$ cat config.mk
export PLATFORM = sky130hd
export DESIGN_NAME = sobol_seq_ctrl_flat
export DESIGN_NICKNAME = d
export VERILOG_FILES = /design/src/rtl/sobol_seq_ctrl_if.sv /design/src/rtl/sobol_seq_ctrl.sv /design/src/flat_wrapper.sv
export SDC_FILE = /design/constraint.sdc
export NUM_CORES = 2
export LEC_CHECK = 0
export ABC_CLOCK_PERIOD_IN_PS = 3500
export BUFFER_PORTS_ARGS = -buffer_cell sky130_fd_sc_hd__buf_4
export CAP_MARGIN = 20
export CORE_UTILIZATION = 45
export CTS_CLUSTER_DIAMETER = 30
export DETAILED_ROUTE_END_ITERATION = 16
export GPL_ROUTABILITY_DRIVEN = 1
export GPL_TIMING_DRIVEN = 0
export PLACE_DENSITY = 0.68
export SYNTH_ARGS = -nofsm -noshare
export SYNTH_HDL_FRONTEND = slang
export SYNTH_SLANG_ARGS = --single-unit
$ cat constraint.sdc
create_clock -name clk -period 3.5 [get_ports clk]
set_clock_uncertainty 0.1 [all_clocks]
set_input_delay 0.175 -clock clk [delete_from_list [all_inputs] [get_ports clk]]
set_output_delay 0.175 -clock clk [all_outputs]
set_load 0.01 [all_outputs]
$ cat src/rtl/sobol_seq_ctrl_if.sv
// Sample stream between the Sobol sequencer and its consumer.
// A sample moves on a rising edge where out_valid && out_ready; while out_valid is
// high and out_ready is low, the producer holds out_data and out_valid unchanged.
interface sobol_seq_ctrl_if #(
    parameter int W = 32
);
    logic [W-1:0] out_data;
    logic         out_valid;
    logic         out_ready;

    modport master (
        output out_data,
        output out_valid,
        input  out_ready
    );

    modport slave (
        input  out_data,
        input  out_valid,
        output out_ready
    );
endinterface

$ cat src/rtl/sobol_seq_ctrl.sv
// One-dimension Sobol sequencer: Gray-code recurrence x(n+1) = x(n) ^ v[c(n)],
// with a direction-vector table writable while idle and a valid/ready sample stream.
module sobol_seq_ctrl #(
    parameter int W     = 32,
    parameter int AW    = 5,
    parameter int CNT_W = 32
) (
    input  logic             clk,
    input  logic             rst,
    input  logic             start,
    input  logic [CNT_W-1:0] num_points,
    input  logic             dv_we,
    input  logic [AW-1:0]    dv_addr,
    input  logic [W-1:0]     dv_data,
    sobol_seq_ctrl_if.master out_if,
    output logic             busy,
    output logic             done,
    output logic [1:0]       dbg_state
);

    localparam logic [1:0] S_IDLE = 2'd0;
    localparam logic [1:0] S_OUT  = 2'd1;
    localparam logic [1:0] S_CALC = 2'd2;
    localparam logic [1:0] S_DONE = 2'd3;

    // Wide enough to hold any bit position of idx, including positions >= W.
    localparam int CW = $clog2(CNT_W) + 1;

    logic [1:0]       state;
    logic [CNT_W-1:0] idx;
    logic [CNT_W-1:0] last_idx;
    logic [W-1:0]     x;
    logic [W-1:0]     data_q;
    logic             valid_q;
    logic [W-1:0]     v_tab [W];

    logic [CW-1:0]    zero_pos;
    logic [W-1:0]     xor_term;
    logic [W-1:0]     x_next;
    logic             xfer;

    assign xfer      = valid_q & out_if.out_ready;
    assign busy      = (state != S_IDLE);
    assign done      = (state == S_DONE);
    assign dbg_state = state;

    assign out_if.out_data  = data_q;
    assign out_if.out_valid = valid_q;

    // Scan from the top so the lowest clear bit is the last assignment to win.
    always_comb begin
        zero_pos = '0;
        for (int i = CNT_W - 1; i >= 0; i--) begin
            if (!idx[i]) begin
                zero_pos = CW'(i);
            end
        end
    end

    always_comb begin
        xor_term = '0;
        if (int'(zero_pos) < W) begin
            xor_term = v_tab[zero_pos[AW-1:0]];
        end
    end

    assign x_next = x ^ xor_term;

    always_ff @(posedge clk or negedge rst) begin
        if (!rst) begin
            for (int k = 0; k < W; k++) begin
                v_tab[k] <= '0;
            end
        end else if (state == S_IDLE && dv_we) begin
            v_tab[dv_addr] <= dv_data;
        end
    end

    always_ff @(posedge clk or negedge rst) begin
        if (!rst) begin
            state    <= S_IDLE;
            idx      <= '0;
            last_idx <= '0;
            x        <= '0;
            data_q   <= '0;
            valid_q  <= 1'b0;
        end else begin
            case (state)
                S_IDLE: begin
                    if (start) begin
                        if (num_points == '0) begin
                            state <= S_DONE;
                        end else begin
                            state    <= S_OUT;
                            last_idx <= num_points - CNT_W'(1);
                            idx      <= '0;
                            x        <= '0;
                            data_q   <= '0;
                            valid_q  <= 1'b1;
                        end
                    end
                end
                S_OUT: begin
                    if (xfer) begin
                        valid_q <= 1'b0;
                        state   <= (idx == last_idx) ? S_DONE : S_CALC;
                    end
                end
                S_CALC: begin
                    x       <= x_next;
                    idx     <= idx + CNT_W'(1);
                    data_q  <= x_next;
                    valid_q <= 1'b1;
                    state   <= S_OUT;
                end
                S_DONE: begin
                    state <= S_IDLE;
                end
                default: begin
                    state <= S_IDLE;
                end
            endcase
        end
    end

endmodule

$ cat src/flat_wrapper.sv
// flat-port wrapper written by rule: the top's interface ports become plain ports
module sobol_seq_ctrl_flat 
#(
    parameter int W     = 32,
    parameter int AW    = 5,
    parameter int CNT_W = 32
)
  (clk, rst, start, num_points, dv_we, dv_addr, dv_data, busy, done, dbg_state, out_if_out_data, out_if_out_valid, out_if_out_ready);
  sobol_seq_ctrl_if #(.W(W)) out_if_i ();
  input  logic clk;
  input  logic rst;
  input  logic start;
  input  logic [CNT_W-1:0] num_points;
  input  logic dv_we;
  input  logic [AW-1:0] dv_addr;
  input  logic [W-1:0] dv_data;
  output logic busy;
  output logic done;
  output logic [1:0] dbg_state;
  output wire logic [$bits(out_if_i.out_data)-1:0] out_if_out_data;
  output wire logic [$bits(out_if_i.out_valid)-1:0] out_if_out_valid;
  input wire logic [$bits(out_if_i.out_ready)-1:0] out_if_out_ready;
  assign out_if_out_data = out_if_i.out_data;
  assign out_if_out_valid = out_if_i.out_valid;
  assign out_if_i.out_ready = out_if_out_ready;
  sobol_seq_ctrl #(.W(W), .AW(AW), .CNT_W(CNT_W)) u_core (.clk(clk), .rst(rst), .start(start), .num_points(num_points), .dv_we(dv_we), .dv_addr(dv_addr), .dv_data(dv_data), .out_if(out_if_i), .busy(busy), .done(done), .dbg_state(dbg_state));
endmodule
==> summary.txt <==
Synthesis
  – Synth top area cells: dfrtp_1 53%, mux2_2 24%, o221a_2 2.6%, o21ai_0 2.2%, clkbuf_1 2.1%
  – Synthesized cell area: roughly 0.053 mm2
  – Most numerous cell in the Yosys netlist: mux2_2
  – Post-synthesis async set-or-reset flop share: 100%
  – Yosys top cell by area: dfrtp_1
  – Register area share after synthesis: 53.0%
  – Syn_nets: 4,420
  – Ys flop type: dfrtp_1
  – Area share of the largest cell type after synthesis: 53.0%
  – Cells after synthesis: roughly 4,300
  – Commonest cells in the netlist: 1,140 x mux2_2, 1,123 x dfrtp_1, 299 x clkbuf_1
  – Synth cell types: 67
  – Yosys Warn Count: 0
  – Yosys reg bits: roughly 1,100
  – EDFF count, synth: 0
  – Mean Syn Cell Area: 12.2 um2

STA
  – Final Max Slew Viols: 0
  – RSZ-0062 raised after global routing: yes
  – Final setup TNS: -1210 ps
  – Crit path time final: 3590 ps
  – Worst Max-Slew Pin Slew: 1270 ps
  – Max Freq: ~280 MHz
  – Final Worst Setup Slack: -87.7 ps
  – Hold_ws: 23.5 ps
  – Tcrit/Tclk final: 103%
  – Rel. slew slack: between 10% and 20%
  – Fin. Hold Viols: 0
  – Final setup vio count: 34

Clock network
  – CTS Buffer Depth: 4
  – Worst skew pair latency: just under 900 ps
  – CTS tree: yes
  – Clock root buffer: clkbuf_16
  – H-tree lvl count: 5
  – CTS buffer count: 281
  – CTS clk-pin slew, worst paths: 50 ps
  – Clock sinks: 1,123

Detailed routing
  – Antenna Violating Nets Remaining: 0
  – First-pass DRT Iterations: 6
  – Total Routed Length: 218 mm
  – Avg WL per Cell: approximately 33 um
  – Via/cell ratio: approximately 6.4
  – Vias: around 43,000
  – DRC viols: 0
  – Initial DRC count: 5,289

Worst setup path
  – Crit end category: flip-flop
  – Reg2reg end: u_core.v_tab[855]
  – Kind of critical path: reg2reg
  – CP arrival: 4210 ps
  – Required time of the critical path: 4120 ps
  – Cells on worst reg2reg path: 7
  – Reg2Reg Setup Slack: -90 ps
  – CP Launch Type: flip-flop
  – Worst R2R Start: u_core.dbg_state[0]
  – Max FO, Critical Path: 10

Global routing
  – Vias in the first global route: 43,300
  – First-pass GRT wire length: a little over 300 mm
  – Grt ovf: 0
  – Initial antenna violation count: 4
  – Largest net degree at the start of global routing: 183
  – Global-route usage over all layers: 35.9%

Placement
  – GP Congestion: 1.06
  – Detailed placement HPWL: 145 mm
  – Cell area after placement: 0.0566 mm2
  – Port Buffer Count: 110

Worst hold path
  – Hold WC Path Type: in2reg
  – Hold Path Sink: u_core.v_tab[940]
  – Hold path depth: 3
  – Hold path start: dv_data[12]

Power
  – Design Power: 51,200 uW
  – Maximum vdd drop: 0.499 mV
  – PwrDens: 733 mW/mm2
  – Pleak: 0.0326 uW

Floorplan
  – Die area: about 0.12 mm2
  – Die Y: ~350 um
  – Io pins: between 100 and 150
  – Die extent in x: between 300 and 400 um
  – Row count: 125
  – Initial Util: between 40% and 50%
  – Core Region: 0.117 mm2

Cells and area
  – Area delta synth->final: 31.8%
  – Fin nets: 4,992
  – Layout cell share with drive strength beyond 1: 45.8%
  – Post-route cell area: 0.0699 mm2

Run status
  – Failing checks: negative setup slack
  – Status: complete, but fails checks

Flow run
  – MaxCap Viol Count: 0
-- kinds of logic (layout without fill, tap and decap cells) --
kind of cell | after synthesis | count (layout) | synth area share (%)
multiplexers | 1212 | 1212 | 25.6
flip-flops | 1123 | 1123 | 53.0
AO/OA/AOI/OAI | 763 | 763 | 10.1
AND/OR/NAND/NOR | 725 | 725 | 6.67
buffers and inverters | 436 | 1205 | 3.23
XOR/XNOR | 83 | 83 | 1.37
adder cells (fa/ha/maj) | 2 | 2 | 0.0472
other | 0 | 4 | 0
-- stage by stage --
| stage | utilization [%] | cells | setup WS [ps] |
|---|---|---|---|
| after floorplan | - | 4344 | 544 |
| after global placement | 47.9 | 5978 | -11650 |
| after detailed placement | 48.6 | 6027 | -2340 |
| after CTS | 58.7 | 6615 | -42.9 |
| after global routing | 60.0 | 6637 | -157 |
| final | 60.0 | 6641 | -87.7 |
-- report_power, final --
group	internal (uW)	switching (uW)	total (uW)
combinational	3850	4780	8620
sequential	15500	1500	17000
clock	17700	7830	25600
-- sequential cells by signal, summed over array words and instances, names as in the netlist --
name                     flops
u_core.dbg_state             2
u_core.idx                  32
u_core.last_idx             32
u_core.out_if.out_valid      1
u_core.v_tab              1024
u_core.x                    32
-- cell usage in the layout (no fill, tap or decap), types with 32 or more instances in the layout --
cell type and instances:
clkbuf_2 73, a31oi_1 33, clkbuf_8 56, dlygate4sd3_1 100, clkbuf_4 33, clkbuf_1 187, nand2_1 130, a21oi_1 122
nand2b_1 65, buf_4 166, o21a_1 32, mux2_2 1137, nor3_2 42, o32ai_1 41, dfrtp_1 1111, nand3_1 139
buf_8 46, xnor2_1 34, o21ai_0 215, nor2_1 117, o221a_2 123, xor2_1 49, buf_1 50, nor3_1 126
mux2i_1 57, clkbuf_16 285, clkinv_2 50
-- routing by layer --
layer	GRT usage, %	vias to the layer above	wire [um]
met5	0.560	-	126
met4	23.8	6	15900
met3	12.6	769	24400
met2	51.9	2657	93800
met1	45.2	22200	83800
li1	-	17200	-
-- timing repair --
item | CTS | global route
resized for setup | 451 | 302
hold endpoints to repair | 851 | 0
setup endpoints to repair | 747 | 226
pin swaps | 29 | 51
cloned | 0 | 2
setup buffers | 17 | 24
hold buffers | 101 | 0
-- worst max-delay path: stages (launching register included) --
cell and delay (ps):
dfrtp_1 380, clkbuf_1 240, nor2_4 290, nand2_1 120, nor3b_2 670, nand2_1 520
buf_1 650, mux2_2 480
-- layout make-up --
class                           instances  area [um2]
Multi-Input combinational cell       2785       24900
Clock inverter                        111        1380
Clock buffer                          369        7900
Fill cell                            8968       46600
Sequential cell                      1123       28100
Inverter                               16        63.8
Tap cell                             1524        1910
Antenna cell                            4        10.0
Timing Repair Buffer                  303        3170
Buffer                                406        2470
-- how the worst max path moves through the flow --
| stage | cells past startpoint | endpoint | startpoint | slack [ps] |
|---|---|---|---|---|
| after global placement | 1 | u_core.v_tab[719] | rst | -11650 |
| final | 7 | u_core.v_tab[855] | u_core.dbg_state[0] | -90 |
| after detailed placement | 13 | u_core.x[9] | u_core.idx[0] | -2340 |
| after global routing | 11 | u_core.x[9] | u_core.idx[15] | -160 |
| after CTS | 15 | u_core.x[9] | u_core.idx[20] | -40 |
| after floorplan | 13 | u_core.x[21] | u_core.idx[18] | 540 |
(Power assumes the default switching activity.)
